$ cat src/rtl/pipeline_pkg.sv
// Shared pipeline types and constants: fetch FSM states, instruction width, NOP word, PC step.
// No logic; imported by fetch_stage and the pipeline registers.
package pipeline_pkg;

    localparam int INSTR_W = 32;
    localparam int PC_INC = 4;
    localparam logic [INSTR_W-1:0] NOP_INSTR_DEF = 32'h0000_0000;

    typedef enum logic [1:0] {
        S_IDLE  = 2'd0,
        S_FETCH = 2'd1,
        S_HOLD  = 2'd2
    } fetch_state_t;

endpackage

$ cat src/rtl/if_id_reg.sv
// Pipeline register with write-enable, flush and bubble insertion (NOP, valid=0, pc4 held).
// Latency: one cycle from inputs to outputs.
// Backpressure: write_en=0 holds contents; flush overrides write_en.
module if_id_reg
    import pipeline_pkg::*;
#(
    parameter int                 PC_WIDTH  = 32,
    parameter logic [INSTR_W-1:0] NOP_INSTR = NOP_INSTR_DEF
) (
    input  logic                clk,
    input  logic                rst_n,
    input  logic                write_en,
    input  logic                flush,
    input  logic                bubble,
    input  logic [PC_WIDTH-1:0] pc4_in,
    input  logic [INSTR_W-1:0]  instr_in,
    output logic [PC_WIDTH-1:0] pc4,
    output logic [INSTR_W-1:0]  instr,
    output logic                valid
);

    always_ff @(posedge clk or negedge rst_n) begin
        if (!rst_n) begin
            pc4   <= '0;
            instr <= NOP_INSTR;
            valid <= 1'b0;
        end else if (flush) begin
            instr <= NOP_INSTR;
            valid <= 1'b0;
        end else if (write_en) begin
            if (bubble) begin
                instr <= NOP_INSTR;
                valid <= 1'b0;
            end else begin
                pc4   <= pc4_in;
                instr <= instr_in;
                valid <= 1'b1;
            end
        end
    end

endmodule

$ cat src/rtl/fetch_stage.sv
// Instruction fetch: PC, imem req/ack handshake, IF/ID register; FETCH_PERF_CNT_EN adds bubble/kill counters.
// Latency: zero-wait ack lands in IF/ID at the next edge; slow memory inserts bubbles (fetch_busy).
// Backpressure: if_id_write=0 parks an acked word in a one-entry holding buffer with imem_req low.
module fetch_stage
    import pipeline_pkg::*;
#(
    parameter int                  PC_WIDTH  = 32,
    parameter logic [PC_WIDTH-1:0] RESET_PC  = '0,
    parameter logic [INSTR_W-1:0]  NOP_INSTR = NOP_INSTR_DEF
) (
    input  logic                clk,
    input  logic                rst_n,
    input  logic                pc_write,
    input  logic                if_id_write,
    input  logic                if_id_flush,
    input  logic                pc_source,
    input  logic [PC_WIDTH-1:0] branch_target,
    input  logic                jump,
    input  logic [PC_WIDTH-1:0] jump_target,
    output logic                imem_req,
    output logic [PC_WIDTH-1:0] imem_addr,
    input  logic                imem_ack,
    input  logic [INSTR_W-1:0]  imem_rdata,
    output logic [PC_WIDTH-1:0] if_id_pc4,
    output logic [INSTR_W-1:0]  if_id_instr,
    output logic                if_id_valid,
    output logic                fetch_busy
`ifdef FETCH_PERF_CNT_EN
    ,
    output logic [31:0]         bubble_cnt,
    output logic [31:0]         kill_cnt
`endif
);

    fetch_state_t        state;
    logic [PC_WIDTH-1:0] pc;
    logic [PC_WIDTH-1:0] saved_target;
    logic [INSTR_W-1:0]  hold_buf;
    logic                kill;

    logic                redirect;
    logic [PC_WIDTH-1:0] target;
    logic [PC_WIDTH-1:0] pc_plus4;
    logic                in_fetch;
    logic                in_hold;
    logic                ack_taken;
    logic                usable;
    logic                discard;
    logic                word_avail;
    logic                latency_bubble;

    always_comb begin
        redirect       = pc_write & (pc_source | jump);
        target         = pc_source ? branch_target : jump_target;
        pc_plus4       = pc + PC_WIDTH'(PC_INC);
        in_fetch       = (state == S_FETCH);
        in_hold        = (state == S_HOLD);
        ack_taken      = in_fetch & imem_ack;
        usable         = ack_taken & ~kill & ~redirect;
        discard        = ack_taken & (kill | redirect);
        word_avail     = usable | (in_hold & ~redirect);
        latency_bubble = in_fetch & if_id_write & ~if_id_flush & ~usable;
    end

    assign imem_addr = pc;

    always_ff @(posedge clk or negedge rst_n) begin
        if (!rst_n) begin
            state        <= S_IDLE;
            pc           <= RESET_PC;
            imem_req     <= 1'b0;
            kill         <= 1'b0;
            saved_target <= '0;
            hold_buf     <= NOP_INSTR;
            fetch_busy   <= 1'b0;
        end else begin
            fetch_busy <= latency_bubble;
            case (state)
                S_IDLE: begin
                    state    <= S_FETCH;
                    imem_req <= 1'b1;
                end
                S_FETCH: begin
                    if (ack_taken) begin
                        kill <= 1'b0;
                        if (redirect) begin
                            pc <= target;
                        end else if (kill) begin
                            pc <= saved_target;
                        end else if (if_id_write && !if_id_flush) begin
                            if (pc_write) pc <= pc_plus4;
                        end else begin
                            // Decode not ready (or flushing without redirect): park the word.
                            hold_buf <= imem_rdata;
                            state    <= S_HOLD;
                            imem_req <= 1'b0;
                        end
                    end else if (redirect) begin
                        // Address must stay stable until the outstanding ack; retarget afterwards.
                        kill         <= 1'b1;
                        saved_target <= target;
                    end
                end
                S_HOLD: begin
                    if (redirect) begin
                        pc       <= target;
                        state    <= S_FETCH;
                        imem_req <= 1'b1;
                    end else if (if_id_write && !if_id_flush) begin
                        if (pc_write) pc <= pc_plus4;
                        state    <= S_FETCH;
                        imem_req <= 1'b1;
                    end
                end
                default: begin
                    state    <= S_IDLE;
                    imem_req <= 1'b0;
                end
            endcase
        end
    end

    if_id_reg #(
        .PC_WIDTH  (PC_WIDTH),
        .NOP_INSTR (NOP_INSTR)
    ) u_if_id (
        .clk      (clk),
        .rst_n    (rst_n),
        .write_en (if_id_write),
        .flush    (if_id_flush),
        .bubble   (~word_avail),
        .pc4_in   (pc_plus4),
        .instr_in (in_hold ? hold_buf : imem_rdata),
        .pc4      (if_id_pc4),
        .instr    (if_id_instr),
        .valid    (if_id_valid)
    );

`ifdef FETCH_PERF_CNT_EN
    always_ff @(posedge clk or negedge rst_n) begin
        if (!rst_n) begin
            bubble_cnt <= '0;
            kill_cnt   <= '0;
        end else begin
            if (fetch_busy && bubble_cnt != 32'hFFFF_FFFF) bubble_cnt <= bubble_cnt + 32'd1;
            if (discard && kill_cnt != 32'hFFFF_FFFF) kill_cnt <= kill_cnt + 32'd1;
        end
    end
`else
    logic unused_discard;
    assign unused_discard = discard;
`endif

endmodule

$ cat config.mk
export PLATFORM = sky130hd
export DESIGN_NAME = fetch_stage
export DESIGN_NICKNAME = d
export VERILOG_FILES = /design/src/rtl/pipeline_pkg.sv /design/src/rtl/if_id_reg.sv /design/src/rtl/fetch_stage.sv
export SDC_FILE = /design/constraint.sdc
export NUM_CORES = 1
export LEC_CHECK = 0
export BUFFER_PORTS_ARGS = -buffer_cell sky130_fd_sc_hd__buf_4
export CORE_ASPECT_RATIO = 0.6
export CORE_MARGIN = 8
export CORE_UTILIZATION = 46
export CTS_CLUSTER_SIZE = 20
export DETAILED_ROUTE_END_ITERATION = 8
export HOLD_SLACK_MARGIN = 0.06
export PLACE_DENSITY_LB_ADDON = 0.12
export SYNTH_ARGS = -nofsm -noshare
export SYNTH_HDL_FRONTEND = slang
export SYNTH_HIERARCHICAL = 1
export SYNTH_SLANG_ARGS = --single-unit
$ cat constraint.sdc
create_clock -name clk -period 6.6 [get_ports clk]
set_clock_uncertainty 0.2 [all_clocks]
set_input_delay 0.66 -clock clk [delete_from_list [all_inputs] [get_ports clk]]
set_output_delay 0.66 -clock clk [all_outputs]
set_load 0.02 [all_outputs]
==> impl_metrics.yaml <==
global_route:
  track_usage_pct: 21.8
  antenna_found_initial: 0
  grt_pass1_vias: 7131
  grt_pass1_wl_mm: 41.4
  grt_overflow: 0
  grt_max_degree: 86
sta:
  worstMarginPinSlew_ns: 1.06
  hold_violations: 0
  finalCritPeriodShare_pct: 51.7
  relSlewSlack_pct: 29.2
  slew_violations: 0
  rsz0062_at_grt: "no"
  finalSetupViolations: 0
  fin_tns_setup_ns: 0
  fmax_ghz: 0.293
  final.min_clock_period_ns: 3.41
clocking:
  cts.clk_slew.worst_paths_ns: 0.06
  clock_path_buffers: 2
  cts_root_buffer: "clkbuf_16"
  cts_tree: "done"
  htree_num_levels: 4
  clock_sinks: 165
  ctsHoldBuffers: 0
  clk_latency_ns: 0.43
  post_cts_buffers: 0
  cts_resized: 0
  cts_made_buffers: 17
detailed_routing:
  drt_wl_total_mm: 26.1
  dr.pass1.iters: 6
  vias_per_cell: 5.65
  vias: 7500
  drc: 0
  wl_per_cell_um: 19.7
  postRouteAntennaNets: 0
  drt_iter0_drc: 765
placement:
  io_buffers: 202
  dp_hpwl_mm: 18.5
  gp_congestion: 0.890
floorplanning:
  die_w_um: 195
  initial_utilization_pct: 46.6
  rows: 39
  core_sq_um: 18900
  ios: 203
  die_height_um: 123
  dieArea_sq_um: 23900
synthesis:
  yosysSeqAreaShare_pct: 46.9
  synth_edf_count: 0
  syn-cell-area_sq_um: 8800
  yosysWarnings: 6
  synth.distinct_cells: 57
  synth_area_leaders: "dfrtp_1 (47%), mux2_2 (12%), nand2_1 (6.1%)"
  syn_avg_cell_area_sq_um: 9.73
  synth_ff_type: "dfrtp_1"
  async_flop_share_pct: 100
  yosysTopAreaCell: "dfrtp_1"
  ys_ff_latch: 165
  synth_top_area_share_pct: 46.9
  postSynthCellCount: 904
  syn_nets: 1009
layout:
  nNetsFinal: 1174
  num_antenna_cells: 0
  area_growth_pct: 25.6
  drive_gt1_share_pct: 33.1
setup_path:
  worstSetupPathType: "flip-flop to flip-flop"
  crit_arrival_ns: 3.52
  critical_path_peak_fanout: 38
  crit_chain: "nor2b_4 > a21oi_1 > or2_2 > nor3b_4 > buf_4 > mux2_2"
  rrSetupSlack_ns: 3.19
  slowest_delay_ns: 0.80
  end_kind: "flip-flop"
  critPathRequiredTime_ns: 6.71
  start_kind: "flip-flop"
  critPathSlowestCell: "nor2b_4"
run_status:
  outcome: "completed"
run:
  drv_cap: 0
worst_hold_path:
  hp-class: "input port to asynchronous set/reset pin"
pwr:
  vdd.ir_drop.worst_uv: 229
  power_w: 0.00442
  p_per_area_nw_per_um2: 400
  leakage_nw: 4.97
[Yosys cell counts (9+ instances only)]
master / n
a21oi_1: 79
xnor2_1: 18
mux2i_1: 12
mux2_2: 97
nor2_1: 51
nand3_1: 19
nand3b_1: 33
nand4_1: 10
buf_1: 10
dfrtp_1: 165
nand2b_1: 39
nor3_1: 17
nand2_1: 143
a22oi_1: 9
clkbuf_1: 42
o21ai_0: 36
xor2_1: 14
[area by class of cell]
type	count	area [sq um]
timing repair buffer	213	1600
tap	246	308
sequential	165	4130
fill	1725	7840
clock inverter	14	184
clock buffer	18	439
multi-input combinational	665	4360
inverter	7	26.3
[cell families after synthesis]
| kind of cell | share of synthesized area (%) |
|---|---|
| simple gates | 19.7 |
| mux | 14.0 |
| compound gates | 12.3 |
| buf+inv | 3.76 |
| xor+xnor | 3.19 |
| flops | 46.9 |
| fa+ha+maj | 0.142 |
[layout by cell type, fill, tap and decap left out, types with 4 or more instances in the layout]
cell and count:
a211oi_1 5, a21oi_1 78, a221oi_1 6, a222oi_1 8, a22oi_1 9, a31oi_1 4
and3_1 7, buf_4 212, bufinv_16 4, clkbuf_16 17, clkinv_2 6, dfrtp_1 165
inv_1 7, mux2_2 97, mux2i_1 12, nand2_1 143, nand2b_1 38, nand3_1 19
nand3b_1 33, nand4_1 10, nor2_1 51, nor2b_1 5, nor3_1 15, nor3_2 4
nor4_1 4, o21ai_0 36, o21ai_1 5, xnor2_1 18, xor2_1 14
[worst paths after layout]
| path | from | endpoint | cells past startpoint |
|---|---|---|---|
| worst max-delay path | imem_req$_DFFE_PN0P_ | u_if_id/pc4[26]$_DFFE_PN0P_ | 6 |
| worst min-delay path | rst_n | u_if_id/pc4[8]$_DFFE_PN0P_ | 1 |
| worst max register to register | imem_req$_DFFE_PN0P_ | u_if_id/pc4[26]$_DFFE_PN0P_ | 6 |
| worst min register to register | u_if_id/pc4[28]$_DFFE_PN0P_ | u_if_id/pc4[28]$_DFFE_PN0P_ | 1 |
| max in group asynchronous | rst_n | saved_target[27]$_DFFE_PN0P_ | 2 |
| min in group clk | imem_ack | kill$_DFFE_PN0P_ | 2 |
[state kept, by name, summed over array words and instances, names as in the netlist]
name,cells
fetch_busy,1
imem_addr,32
kill,1
u_if_id/valid,1
state,1
u_if_id/pc4,32
hold_buf,32
imem_req,1
saved_target,32
u_if_id/instr,32
[through the flow]
step / util, % / hold slack (ns) / setup WS, ns / instances / instance area (sq um)
after detailed placement: 55.2 / 0.277 / 2.90 / 1296 / 10400
final: 58.5 / 0.0811 / 3.19 / 1328 / 11000
after floorplan: - / 0.164 / 3.96 / 904 / 8800
after CTS: 58.5 / 0.123 / 3.17 / 1328 / 11000
after global routing: 58.5 / 0.160 / 2.95 / 1328 / 11000
after global placement: 55.2 / 0.272 / 2.94 / 1296 / 10400
[power breakdown]
group / internal [W] / total (W) / switching [W]
clock: 0.000641 / 0.00106 / 0.000417
sequential: 0.00140 / 0.00179 / 0.000390
combinational: 0.000740 / 0.00157 / 0.000834
total: 0.00278 / 0.00442 / 0.00164
[worst max-delay path: cells and delay by family (launching register included)]
family | cells | cell delay (ns)
muxes | 1 | 0.39
AOI/OAI and AO/OA | 1 | 0.12
DFF | 1 | 0.45
buffers and inverters | 1 | 0.40
and+or+nand+nor | 3 | 1.66
[routing by layer]
| metal | GRT usage, % | vias to the layer above | wire, um |
|---|---|---|---|
| met4 | 4.80 | 0 | 208 |
| met3 | 5.98 | 16 | 1910 |
| met1 | 33.4 | 3716 | 13300 |
| met5 | 0 | - | 0 |
| met2 | 29.8 | 245 | 10700 |
| li1 | - | 3523 | - |
No activity file was read; power rests on OpenSTA's default activity.
